File: src/rtl/sensor_pio_pkg.sv
// Shared constants for the sensor input capture PIO: register addresses,
// edge-type encodings and the per-bit edge qualifier.
package sensor_pio_pkg;

    localparam logic [1:0] ADDR_DATA    = 2'd0;
    localparam logic [1:0] ADDR_RSVD    = 2'd1;
    localparam logic [1:0] ADDR_IRQMASK = 2'd2;
    localparam logic [1:0] ADDR_EDGECAP = 2'd3;

    localparam int EDGE_RISE = 0;
    localparam int EDGE_FALL = 1;
    localparam int EDGE_ANY  = 2;

    function automatic logic edge_hit(input logic prev, input logic nxt, input int etype);
        case (etype)
            EDGE_FALL: return prev & ~nxt;
            EDGE_ANY:  return prev ^ nxt;
            default:   return ~prev & nxt;
        endcase
    endfunction

endpackage

File: src/rtl/sensor_in_debounce.sv
// One sensor line: synchronizer chain, optional debounce counter and the stable flop.
// Debounce is compiled in when SENSOR_IN_DEBOUNCE_EN is defined.
module sensor_in_debounce #(
    parameter int SYNC_STAGES     = 2,
    parameter int DEBOUNCE_CYCLES = 1000
) (
    input  logic clk,
    input  logic reset,
    input  logic i_in,
    output logic o_stable,
    output logic o_stable_nxt
);

    logic [SYNC_STAGES-1:0] r_sync;
    logic                   r_stable;
    logic                   w_sync_out;
    logic                   w_stable_nxt;

    always_ff @(posedge clk) begin
        if (reset) r_sync <= '0;
        else       r_sync <= {r_sync[SYNC_STAGES-2:0], i_in};
    end

    assign w_sync_out = r_sync[SYNC_STAGES-1];

`ifdef SENSOR_IN_DEBOUNCE_EN
    localparam int CNT_W = $clog2(DEBOUNCE_CYCLES + 1);

    logic [CNT_W-1:0] r_cnt;
    logic [CNT_W-1:0] w_cnt_nxt;

    // A new level is accepted on the edge after the counter has seen it
    // differ for DEBOUNCE_CYCLES edges, giving SYNC_STAGES+1+DEBOUNCE_CYCLES latency.
    always_comb begin
        w_stable_nxt = r_stable;
        w_cnt_nxt    = '0;
        if (w_sync_out != r_stable) begin
            if (r_cnt == CNT_W'(DEBOUNCE_CYCLES)) w_stable_nxt = w_sync_out;
            else                                  w_cnt_nxt    = r_cnt + CNT_W'(1);
        end
    end

    always_ff @(posedge clk) begin
        if (reset) r_cnt <= '0;
        else       r_cnt <= w_cnt_nxt;
    end
`else
    assign w_stable_nxt = w_sync_out;
`endif

    always_ff @(posedge clk) begin
        if (reset) r_stable <= 1'b0;
        else       r_stable <= w_stable_nxt;
    end

    assign o_stable     = r_stable;
    assign o_stable_nxt = w_stable_nxt;

endmodule

File: src/rtl/sensor_in_capture_pio.sv
// Avalon-MM sensor input PIO: synchronized/debounced DATA, IRQMASK, W1C EDGECAPTURE, level irq.
// Define SENSOR_IN_DEBOUNCE_EN to enable the per-line debounce counters.
module sensor_in_capture_pio
    import sensor_pio_pkg::*;
#(
    parameter int WIDTH           = 9,
    parameter int SYNC_STAGES     = 2,
    parameter int DEBOUNCE_CYCLES = 1000,
    parameter int EDGE_TYPE       = 0
) (
    input  logic             clk,
    input  logic             reset,
    input  logic [1:0]       address,
    input  logic             chipselect,
    input  logic             write_n,
    input  logic [31:0]      writedata,
    input  logic [WIDTH-1:0] in_port,
    output logic [31:0]      readdata,
    output logic             irq
);

    logic [WIDTH-1:0] w_stable;
    logic [WIDTH-1:0] w_stable_nxt;
    logic [WIDTH-1:0] w_edge;
    logic [WIDTH-1:0] w_clr;
    logic [WIDTH-1:0] w_wdata;
    logic [31-WIDTH:0] w_unused_wdata;
    logic             w_wr;
    logic [WIDTH-1:0] r_irqmask;
    logic [WIDTH-1:0] r_edgecap;

    for (genvar i = 0; i < WIDTH; i++) begin : g_line
        sensor_in_debounce #(
            .SYNC_STAGES     (SYNC_STAGES),
            .DEBOUNCE_CYCLES (DEBOUNCE_CYCLES)
        ) u_line (
            .clk          (clk),
            .reset        (reset),
            .i_in         (in_port[i]),
            .o_stable     (w_stable[i]),
            .o_stable_nxt (w_stable_nxt[i])
        );
        assign w_edge[i] = edge_hit(w_stable[i], w_stable_nxt[i], EDGE_TYPE);
    end

    // Avalon write: one transfer per cycle with chipselect high and write_n low; no wait states.
    assign w_wr           = chipselect && !write_n;
    assign w_wdata        = writedata[WIDTH-1:0];
    assign w_unused_wdata = writedata[31:WIDTH];
    assign w_clr          = (w_wr && address == ADDR_EDGECAP) ? w_wdata : '0;

    // Capture is applied after the clear so a coincident edge keeps the bit set.
    always_ff @(posedge clk) begin
        if (reset) begin
            r_irqmask <= '0;
            r_edgecap <= '0;
        end else begin
            if (w_wr && address == ADDR_IRQMASK) r_irqmask <= w_wdata;
            r_edgecap <= (r_edgecap & ~w_clr) | w_edge;
        end
    end

    always_comb begin
        readdata = '0;
        case (address)
            ADDR_DATA:    readdata[WIDTH-1:0] = w_stable;
            ADDR_IRQMASK: readdata[WIDTH-1:0] = r_irqmask;
            ADDR_EDGECAP: readdata[WIDTH-1:0] = r_edgecap;
            default:      readdata            = '0;
        endcase
    end

    assign irq = |(r_edgecap & r_irqmask);

endmodule
File: config.mk
export PLATFORM = sky130hd
export DESIGN_NAME = sensor_in_capture_pio
export DESIGN_NICKNAME = d
export VERILOG_FILES = /design/src/rtl/sensor_pio_pkg.sv /design/src/rtl/sensor_in_debounce.sv /design/src/rtl/sensor_in_capture_pio.sv
export SDC_FILE = /design/constraint.sdc
export NUM_CORES = 1
export LEC_CHECK = 0
export BUFFER_PORTS_ARGS = -buffer_cell sky130_fd_sc_hd__buf_2
export CELL_PAD_IN_SITES_DETAIL_PLACEMENT = 1
export CELL_PAD_IN_SITES_GLOBAL_PLACEMENT = 2
export CORE_MARGIN = 2
export CORE_UTILIZATION = 27
export CTS_BUF_LIST = sky130_fd_sc_hd__clkbuf_8 sky130_fd_sc_hd__clkbuf_16
export CTS_CLUSTER_DIAMETER = 200
export CTS_CLUSTER_SIZE = 28
export DETAILED_ROUTE_END_ITERATION = 16
export PLACE_DENSITY = 0.88
export SLEW_MARGIN = 20
export SYNTH_ARGS = -nofsm -noshare
export SYNTH_HDL_FRONTEND = slang
export SYNTH_SLANG_ARGS = --single-unit
File: constraint.sdc
create_clock -name clk -period 1.15 [get_ports clk]
set_input_delay 0.0575 -clock clk [delete_from_list [all_inputs] [get_ports clk]]
set_output_delay 0.0575 -clock clk [all_outputs]
set_load 0.03 [all_outputs]
Word-level counts from Yosys, hierarchy flattened
Index checks and enable logic that the tools add are counted.
{ "op_classes": {"mux": 2, "bitwise": 22, "eq_ne": 2, "n_reduce_logical": 6} }
{ "ops": {"columns": ["cell", "count"], "rows": [
  ["$pmux 9 s3", 1],
  ["$and 9x9->9", 2],
  ["$and 1x1->1", 9],
  ["$mux 9", 1],
  ["$not 1->1", 9],
  ["$not 9->9", 1],
  ["$or 9x9->9", 1],
  ["$reduce_or 9->1", 1],
  ["$eq 2x2->1 const B", 2],
  ["$logic_and 1x1->1", 3],
  ["$logic_not 2->1", 1],
  ["$logic_not 1->1", 1]
]} }
{ "totals": {"output_inout_bits": 33, "register_bits": 45, "input_bits": 47, "word_cells": 52} }

Longest topological paths before layout
Gate-level depths: netlist of the first run.
{ "logic_depth": {"depth_word": 7, "ltp_mapped": 4, "depth_no_buf": 3} }

Cells and area by module
A second synthesis of the first run with hierarchy kept.
{ "unflattened": {"hier_cells": 192, "area_unflattened_um2": 1885.6} }
{ "modules_own_cells": {"columns": ["module", "instances", "cells_per_inst", "seq_area_each_um2", "area_each_um2"], "rows": [
  ["sensor_in_capture_pio", 1, 138, 360.3, 1176.1],
  ["sensor_in_debounce", 9, 6, 60.1, 78.8]
]} }

Worst setup path after synthesis of the first run
Ideal clock, no wire load.
{ "synth_timing": {"kind": "register -> output", "from": "reg r_edgecap[2]", "to": "out irq", "stages_incl_launch_ff": 4, "path_slack_ns": 0.089, "path_buffers": 0, "t_arrival_ns": 1.004, "required_time_ns": 1.092, "path_cell_list": "dfxtp_1 -> a22o_1 -> a221oi_1 -> nand3_1"} }
{ "synth_via": {"elab_chain_len": 2} }
{ "synth_rtl": {"columns": ["element", "line", "text"], "rows": [
  ["start, declared", "sensor_in_capture_pio.sv:30", "logic [WIDTH-1:0] r_edgecap;"],
  ["start signal, assigned", "sensor_in_capture_pio.sv:59", "r_edgecap <= (r_edgecap & ~w_clr) | w_edge;"],
  ["$and 9x9->9", "sensor_in_capture_pio.sv:73", "assign irq = |(r_edgecap & r_irqmask);"],
  ["$reduce_or 9->1", "sensor_in_capture_pio.sv:73", null],
  ["end, declared", "sensor_in_capture_pio.sv:19", "output logic irq"]
]} }
No other way between the ends.

Worst setup path in the final report of the first run
{ "layout_timing": {"from": "reg r_irqmask[2]", "to": "out irq"} }
{ "layout_via": {"elab_chain_len": 2} }
{ "layout_rtl": {"columns": ["element", "line", "text"], "rows": [
  ["start, declared", "sensor_in_capture_pio.sv:29", "logic [WIDTH-1:0] r_irqmask;"],
  ["start signal, assigned", "sensor_in_capture_pio.sv:58", "if (w_wr && address == ADDR_IRQMASK) r_irqmask <= w_wdata;"],
  ["$and 9x9->9", "sensor_in_capture_pio.sv:73", null],
  ["$reduce_or 9->1", "sensor_in_capture_pio.sv:73", null]
]} }
No other way between the ends.

==> results.cfg, run 1 <==
[status]
status = finished with violations
failing_checks = negative setup slack

[finish]
post_layout_nets = 292
finalNonFillerCells = 342
layout_cell_share_with_drive_strength_beyond_1 = 0.354
area_growth_syn_to_layout_pct = 29.8
final_instance_area_um2 = 2470
antenna_cells_inserted = 0

[routing]
route.final.wire_length_um = 4170
first_pass_iteration_count_of_the_detailed_router = 4
post_drt_via_cell_ratio = 4.04
final_antenna_net_count = 0
drc = 0
detailedRoute.firstIterationViolations = 40
vias = 1380
mean_routed_wirelength_per_cell_um = 12.2

[critical_path]
worstSetupStartpoint = r_irqmask[2]
regToRegSetupSlack_ps = 340
worstSetupPathType = register to output pin
worst_setup_path_end_kind = output pin
rr_worst_depth = 2
critPathArrivalTime_ps = 1410
reg2reg_to = r_edgecap[3]
critical_path.reg2reg.startpoint = g_line[3].u_line.r_sync[1]
critical_path_required_ps = 1090
crit_fanout = 2
cp-endpoint = irq
setup.worst_path.start_class = register

[min_path]
holdCritPathClass = input pin to register
whs_path_cells = 3

[place]
postPlaceCellArea_um2 = 2150
dp_hpwl_um = 3070
cell_count_post_placement = 319
buffer_ports.inserted = 33
place.gp.congestion = 0.775

[cts]
tritoncts = built
tritoncts.num_buffers = 5
cts_root_buf = sky130_fd_sc_hd__clkbuf_8
cts_max_level = 2
path_clk_slew_ps = 80
clock_insertion_delay_worst_skew_ps = 300
cts_max_path_bufs = 2
clock_sink_count = 45

[die]
floorplan.io_pins = 80
initial_utilization = 0.280
die_area_um2 = 7740
die_h_um = 88.0
std_cell_rows = 30
die_w_um = 88.0
core_region_area_um2 = 6790

[logic_synthesis]
synth_cells = 186
synth_cell_types = 22
synthMostInstantiatedCell = sky130_fd_sc_hd__dfxtp_1
synth-edff-count = 0
ys_seq_elements = 45
biggest_area_contributors_in_the_synthesized_netlist = sky130_fd_sc_hd__dfxtp_1 (47%), sky130_fd_sc_hd__buf_4 (11%), sky130_fd_sc_hd__a22o_1 (8.7%)
seq_area_frac_synth = 0.473
post-synth-top-area-fraction = 0.473
synth_commonest_cells = sky130_fd_sc_hd__dfxtp_1 (45), sky130_fd_sc_hd__buf_4 (27), sky130_fd_sc_hd__nor2b_1 (24)
post-synth-top-area-cell = sky130_fd_sc_hd__dfxtp_1
postSynth.asyncResetShare = 0
synth.cell_area_um2 = 1900
ys_warns = 0
synth_area_per_cell_um2 = 10.2
dominantRegCellSynth = sky130_fd_sc_hd__dfxtp_1

[sta]
max_freq_mhz = 682
fin_worst_hold_slack_ps = 15.9
worst_clock_skew_ps = 5.90
timing.final.ws_setup_ps = -316
hold_violations = 0
fin_tns_setup_ps = -1740
finalSetupViolations = 10
finalMaxSlewViolations = 0
grt_setup_unrepaired = yes
layout_worst_path_cycle_share = 1.27
min_period_ps = 1470

[grt]
grt_pass1_wl_um = 6710
grt.total_usage = 0.116
grt_overflow_total = 0
first_global_vias = 1402
grt_antenna_before_repair = 0
pin_count_of_the_biggest_net_entering_global_routing = 15

[pwr]
power.density_nw_per_um2 = 1220
power.leakage_nw = 1.08
total_power_mw = 3.02
max-vdd-ir-drop_v = 0.000542

[job]
max_cap_violations = 0
==> layer usage <==
layer | vias to the layer above | track usage | share of wire
li1 | 694 | - | -
met1 | 643 | 0.143 | 0.46
met2 | 39 | 0.189 | 0.48
met3 | 4 | 0.0386 | 0.053
met4 | 0 | 0.0420 | 0.0074
met5 | - | 0 | 0
==> final cells by class <==
| class | count | area (µm²) |
|---|---|---|
| fill | 801 | 4320 |
| timing repair buffer | 62 | 504 |
| multi-input combinational | 122 | 811 |
| clock inverter | 3 | 13.8 |
| clock buffer | 5 | 68.8 |
| inverter | 9 | 33.8 |
| tap | 96 | 120 |
| sequential | 45 | 918 |
==> logic make-up (layout without fill, tap and decap cells) <==
logic type,count (synthesis),in the layout,share of synthesized area
flops,45,45,0.473
buf+inv,41,79,0.147
mux,9,9,0.0710
other cells,1,23,0.00197
compound gates,40,40,0.156
simple gates,50,50,0.150
==> worst max-delay path, cell delays in order, from the launching register on <==
cell and delay (ps):
sky130_fd_sc_hd__dfxtp_2 330, sky130_fd_sc_hd__a22o_1 240, sky130_fd_sc_hd__a221oi_2 220, sky130_fd_sc_hd__nand3_1 160, sky130_fd_sc_hd__buf_6 170
==> power by group <==
group          switching (mW)  internal [mW]  total (mW)
Clock                   0.509          0.412       0.922
Sequential             0.0300           1.62        1.65
Combinational           0.255          0.196       0.451
==> cells in the final DEF, fill, tap and decap left out, types with 10 or more instances in the layout <==
cell type,count
sky130_fd_sc_hd__a21oi_1,14
sky130_fd_sc_hd__a22o_1,19
sky130_fd_sc_hd__buf_2,23
sky130_fd_sc_hd__buf_4,14
sky130_fd_sc_hd__buf_6,11
sky130_fd_sc_hd__conb_1,23
sky130_fd_sc_hd__dfxtp_1,31
sky130_fd_sc_hd__dfxtp_2,14
sky130_fd_sc_hd__dlygate4sd3_1,12
sky130_fd_sc_hd__inv_1,10
sky130_fd_sc_hd__nand2_1,18
sky130_fd_sc_hd__nor2b_1,24
==> what timing repair did <==
action	in CTS	in global routing
endpoints found under the hold margin	12	0
buffers inserted	1	2
gates resized for setup	33	3
setup endpoints to repair	10	10
hold buffers	12	0
gates cloned	0	0
pin swaps	2	1
==> per-stage QoR <==
step	util	setup WS, ps
after floorplan	-	88.5
after global placement	0.317	-56.1
after detailed placement	0.317	-129
after CTS	0.360	-353
after global routing	0.364	-378
final	0.364	-316
==> worst min-delay path by stage <==
| stage | from | end | slack [ps] |
|---|---|---|---|
| after floorplan | reset | g_line[0].u_line.o_stable | 140 |
| after global placement | in_port[5] | g_line[5].u_line.r_sync[0] | 270 |
| after detailed placement | in_port[4] | g_line[4].u_line.r_sync[0] | 270 |
| after CTS | writedata[8] | r_irqmask[8] | 5 |
| after global routing | writedata[7] | r_irqmask[7] | 10 |
| final | writedata[5] | r_irqmask[5] | 20 |
==> state kept, by name, indices dropped and copies added (netlist names) <==
signal                  flops
r_irqmask                   9
r_edgecap                   9
g_line.u_line.r_sync       18
g_line.u_line.o_stable      9
(Power assumes the default switching activity.)
==> run 2: changes to the inputs <==
--- a/config.mk
+++ b/config.mk
@@ -15,6 +15,7 @@
 export CTS_CLUSTER_SIZE = 28
 export DETAILED_ROUTE_END_ITERATION = 16
 export PLACE_DENSITY = 0.88
+export SKIP_LAST_GASP = 1
 export SLEW_MARGIN = 20
 export SYNTH_ARGS = -nofsm -noshare
 export SYNTH_HDL_FRONTEND = slang
==> run 2 against run 1 <==
The flow still finishes with violations (negative setup slack). Final area shrank 0.20%. Die area stayed put. Cell count unchanged. Wire length decreased by 0.26%. Sequential share of layout area about the same. Total power barely moved. Largest cell class unchanged. Highest routed layer unchanged.
==> results.cfg, run 2 (synthesis results as in run 1) <==
[sta]
worst_clock_skew_ps = 6.08
max_freq_mhz = 680
fin_tns_setup_ps = -1760
finalMaxSlewViolations = 0
timing.final.ws_setup_ps = -320
hold_violations = 0
layout_worst_path_cycle_share = 1.28
min_period_ps = 1470
grt_setup_unrepaired = yes
finalSetupViolations = 10

[pwr]
total_power_mw = 3.03
power.density_nw_per_um2 = 1230
max-vdd-ir-drop_v = 0.000542
power.leakage_nw = 1.07

[cts]
cts_max_path_bufs = 2
tritoncts.num_buffers = 5
tritoncts = built
clock_insertion_delay_worst_skew_ps = 300
path_clk_slew_ps = 80
cts_root_buf = sky130_fd_sc_hd__clkbuf_8
clock_sink_count = 45
cts_max_level = 2

[finish]
fillCellCount = 802
max_flop_register = g_line.u_line.r_sync
post_layout_nets = 292
antenna_cells_inserted = 0
most-common-layout-cells = sky130_fd_sc_hd__dfxtp_1 (32), sky130_fd_sc_hd__nor2b_1 (24), sky130_fd_sc_hd__conb_1 (23), sky130_fd_sc_hd__buf_2 (23), sky130_fd_sc_hd__a22o_1 (19)
post_route_utilization = 0.363
layout_cell_share_with_drive_strength_beyond_1 = 0.350
area_growth_syn_to_layout_pct = 29.5
final_instance_area_um2 = 2460
largest_register_ff_count = 18
layout.cells.most_common = sky130_fd_sc_hd__dfxtp_1

[critical_path]
worstSetupPathType = register to output pin
critPathArrivalTime_ps = 1410
worst_setup_path_end_kind = output pin
crit_fanout = 2
critical_path_required_ps = 1090
setup.worst_path.start_class = register

[place]
buffer_ports.inserted = 33
place.gp.congestion = 0.775
dp_hpwl_um = 3070
post-place-ws_ps = -129
postPlaceCellArea_um2 = 2150

[grt]
grt_antenna_before_repair = 0
first_global_vias = 1402
grt_pass1_wl_um = 6710
grt_overflow_total = 0
grt.total_usage = 0.116
pin_count_of_the_biggest_net_entering_global_routing = 15

[status]
status = finished with violations
failing_checks = negative setup slack

[die]
floorplan.io_pins = 80
std_cell_rows = 30
initial_utilization = 0.280
die_h_um = 88.0
core_region_area_um2 = 6790
die_w_um = 88.0
die_area_um2 = 7740

[routing]
post_drt_via_cell_ratio = 4.05
detailedRoute.firstIterationViolations = 39
vias = 1385
final_antenna_net_count = 0
drc = 0
first_pass_iteration_count_of_the_detailed_router = 4
route.final.wire_length_um = 4160
mean_routed_wirelength_per_cell_um = 12.1

[min_path]
holdCritPathClass = input pin to register

[job]
max_cap_violations = 0
## run 2: cell types whose count changed in the layout (fill, tap and decap cells not counted)
cell                      delta
sky130_fd_sc_hd__dfxtp_2     -1
sky130_fd_sc_hd__dfxtp_1     +1
sky130_fd_sc_hd__buf_4       +1
sky130_fd_sc_hd__buf_6       -1
## run 2: what timing repair did
action	in CTS	in global routing
endpoints found under the setup margin	10	10
hold endpoints to repair	12	0
gates resized for setup	33	1
pin swaps	2	1
hold buffers	12	0
buffers inserted	1	2
## run 2: report_power, final
| part | internal, mW | total [mW] | switching (mW) | leakage [nW] |
|---|---|---|---|---|
| Combinational | 0.195 | 0.449 | 0.255 | 0.651 |
| Sequential | 1.62 | 1.65 | 0.0296 | 0.375 |
| Clock | 0.412 | 0.925 | 0.512 | 0.0491 |
| Total | 2.23 | 3.03 | 0.797 | 1.07 |
## run 2: final timing paths
kind / from / end / slack, ps / depth (start not counted)
min reg2reg: g_line[7].u_line.r_sync[0] / g_line[7].u_line.r_sync[1] / 440 / 1
max: r_irqmask[2] / irq / -320 / 4
max reg2reg: g_line[3].u_line.r_sync[1] / r_edgecap[3] / 340 / 2
min: writedata[5] / r_irqmask[5] / 10 / 3
## run 2: final cells by class
type                    instances  area, µm²  share of cell area
flip-flops and latches         45        917               0.372
clock inverters                 3       13.8             0.00558
inverters                       9       33.8              0.0137
clock buffers                   5       68.8              0.0279
repair buffers                 62        500               0.203
well taps                      96        120              0.0487
multi-input cells             122        811               0.329
## run 2: worst max-delay path: stages, from the launching register on
cell                       delay (ps)
sky130_fd_sc_hd__dfxtp_2          330
sky130_fd_sc_hd__a22o_1           240
sky130_fd_sc_hd__a221oi_2         220
sky130_fd_sc_hd__nand3_1          160
sky130_fd_sc_hd__buf_6            170
## run 2: stage by stage
step / hold WS [ps] / std cells
after floorplan: 141 / 208
after global placement: 267 / 319
after detailed placement: 272 / 319
after CTS: 5.33 / 340
after global routing: 9.67 / 342
final: 12.6 / 342
## run 2: per-layer routing
metal	part of all wire	track usage	wire [µm]	up-vias
met5	0	0	0	-
met2	0.47	0.189	1970	40
li1	-	-	-	694
met3	0.056	0.0386	234	6
met1	0.46	0.143	1900	645
met4	0.013	0.0420	52	0
==> run 3: changes to the inputs <==
--- a/config.mk
+++ b/config.mk
@@ -16,7 +16,6 @@
 export DETAILED_ROUTE_END_ITERATION = 16
 export PLACE_DENSITY = 0.88
 export SKIP_LAST_GASP = 1
-export SLEW_MARGIN = 20
 export SYNTH_ARGS = -nofsm -noshare
 export SYNTH_HDL_FRONTEND = slang
 export SYNTH_SLANG_ARGS = --single-unit
==> constraint.sdc (replaced) <==
create_clock -name clk -period 1.15 [get_ports clk]
set_input_delay 0.1725 -clock clk [delete_from_list [all_inputs] [get_ports clk]]
set_output_delay 0.1725 -clock clk [all_outputs]
set_load 0.03 [all_outputs]
==> run 3 against run 2 <==
The flow still finishes with violations (negative setup slack). Critical path depth did not move. Largest cell class unchanged. Clock skew fell by 2.7 ps. Die area did not move. Wire length rose by 0.84%. Cell count fell by 1.2%. Final area fell by 1.9%. Non-clock buffer count fell by 4. Critical endpoint unchanged. Count of clock-buffer cells in the layout did not move. Sequential power barely moved. Clock power rose by 6.4%.
==> results.cfg, run 3 (synthesis results as in run 1) <==
[cts]
tritoncts = built
tritoncts.num_buffers = 5
cts_hold_buf = 0
path_clk_slew_ps = 80
cts_max_level = 2
clock_sink_count = 45
clock_insertion_delay_worst_skew_ps = 300
cts_root_buf = sky130_fd_sc_hd__clkbuf_8
cts_max_path_bufs = 2

[finish]
largest_register_ff_count = 18
storage_element_area_um2 = 918
layout_cell_share_with_drive_strength_beyond_1 = 0.397
most-common-layout-cells = sky130_fd_sc_hd__dfxtp_1 (31), sky130_fd_sc_hd__nor2b_1 (24), sky130_fd_sc_hd__conb_1 (23), sky130_fd_sc_hd__buf_2 (23), sky130_fd_sc_hd__buf_4 (23)
layout.cells.most_common = sky130_fd_sc_hd__dfxtp_1
area_growth_syn_to_layout_pct = 27.0
post_layout_nets = 288
fillCellCount = 793
multi_input_comb_area_um2 = 815
max_flop_register = g_line.u_line.r_sync
antenna_cells_inserted = 0

[critical_path]
regToRegSetupSlack_ps = 340
cp_slowest_cell = sky130_fd_sc_hd__a222oi_1
worst_setup_path_end_kind = output pin
critical_path.reg2reg.startpoint = g_line[3].u_line.r_sync[1]
critical-path-max-stage-delay_ps = 390
worstSetupPathType = register to output pin
reg2reg_to = r_edgecap[3]
worst-path-buf-inv = 2
critPathArrivalTime_ps = 1410
critical_path_required_ps = 980
setup.worst_path.start_class = register
crit_fanout = 2
rr_worst_depth = 2
critical_path.cell_chain = a222oi_1 > buf_4 > nand3_2 > buf_6
critPathTopFamily = compound AO/OA/AOI/OAI gates

[grt]
grt.total_usage = 0.114
pin_count_of_the_biggest_net_entering_global_routing = 17
grt_overflow_total = 0
grt_antenna_before_repair = 0
grt_pass1_wl_um = 6640
first_global_vias = 1374

[sta]
max_freq_mhz = 631
min_period_ps = 1580
worst_clock_skew_ps = 3.39
hold_violations = 0
grt_setup_unrepaired = yes
timing.final.ws_setup_ps = -434
finalSetupViolations = 10
finalMaxSlewViolations = 0
layout_worst_path_cycle_share = 1.38

[die]
core_region_area_um2 = 6790
die_area_um2 = 7740
die_w_um = 88.0
die_h_um = 88.0
initial_utilization = 0.280
std_cell_rows = 30
floorplan.io_pins = 80

[place]
post-place-ws_ps = -276
place.gp.congestion = 0.811
dp_hpwl_um = 3180
buffer_ports.inserted = 33

[status]
failing_checks = negative setup slack
status = finished with violations

[routing]
detailedRoute.firstIterationViolations = 20
vias = 1391
drc = 0
final_antenna_net_count = 0
mean_routed_wirelength_per_cell_um = 12.4
post_drt_via_cell_ratio = 4.12
route.final.wire_length_um = 4190
first_pass_iteration_count_of_the_detailed_router = 4

[min_path]
holdCritPathClass = input pin to register
worst_hold_path.endpoint = g_line[0].u_line.r_sync[0]
whs_path_cells = 2
timing.hold.worst.start = in_port[0]

[pwr]
max-vdd-ir-drop_v = 0.000428
power.density_nw_per_um2 = 1270
power.leakage_nw = 1.06
total_power_mw = 3.07

[job]
max_cap_violations = 0
run 3: where the power goes:
| part | internal (mW) | switching (mW) | leakage, nW | total, mW |
|---|---|---|---|---|
| clock | 0.431 | 0.552 | 0.0445 | 0.984 |
| combinational | 0.180 | 0.256 | 0.644 | 0.436 |
| sequential | 1.62 | 0.0266 | 0.375 | 1.65 |
run 3: per-layer routing:
metal	GRT usage	up-vias	part of all wire
met2	0.190	50	0.49
met1	0.139	649	0.44
met4	0.0420	0	0.013
li1	-	686	-
met3	0.0320	6	0.056
met5	0	-	0
run 3: what timing repair did:
item                       CTS  global route
gates resized for setup     31             4
buffers inserted             4             0
cloned                       0             0
pin swaps                    2             1
setup endpoints to repair   10            10
run 3: worst register-to-register path: cells and delay by family (launching register included):
kind / cells / cell delay, ps
simple gates: 1 / 180
flops: 1 / 310
compound gates: 1 / 230
run 3: stage by stage:
stage / utilization / cells / cell area, µm² / hold slack, ps / TNS [ps]
detailed placement: 0.326 / 326 / 2210 / 387 / -4730
CTS: 0.355 / 338 / 2410 / 65.1 / -3220
global placement: 0.326 / 326 / 2210 / 387 / -3920
finish: 0.356 / 338 / 2420 / 77.3 / -3030
floorplan: - / 208 / 1990 / 256 / 0
global route: 0.356 / 338 / 2420 / 66.8 / -3510
run 3: cell type report:
cell class                 instances  share of cell area
clock buffer                       5              0.0285
clock inverter                     3             0.00880
inverter                           9              0.0140
multi-input combinational        122               0.337
sequential                        45               0.380
tap                               96              0.0497
timing repair buffer              58               0.182
run 3: worst max-delay path by stage:
stage	from	slack (ps)	cells past startpoint	to
6_report	r_irqmask[3]	-430	4	irq
5_1_grt	r_irqmask[3]	-510	4	irq
4_1_cts	r_irqmask[3]	-460	4	irq
3_5_place_dp	address[0]	-280	4	readdata[5]
3_3_place_gp	address[0]	-270	4	readdata[7]
2_1_floorplan	r_edgecap[2]	4	3	irq
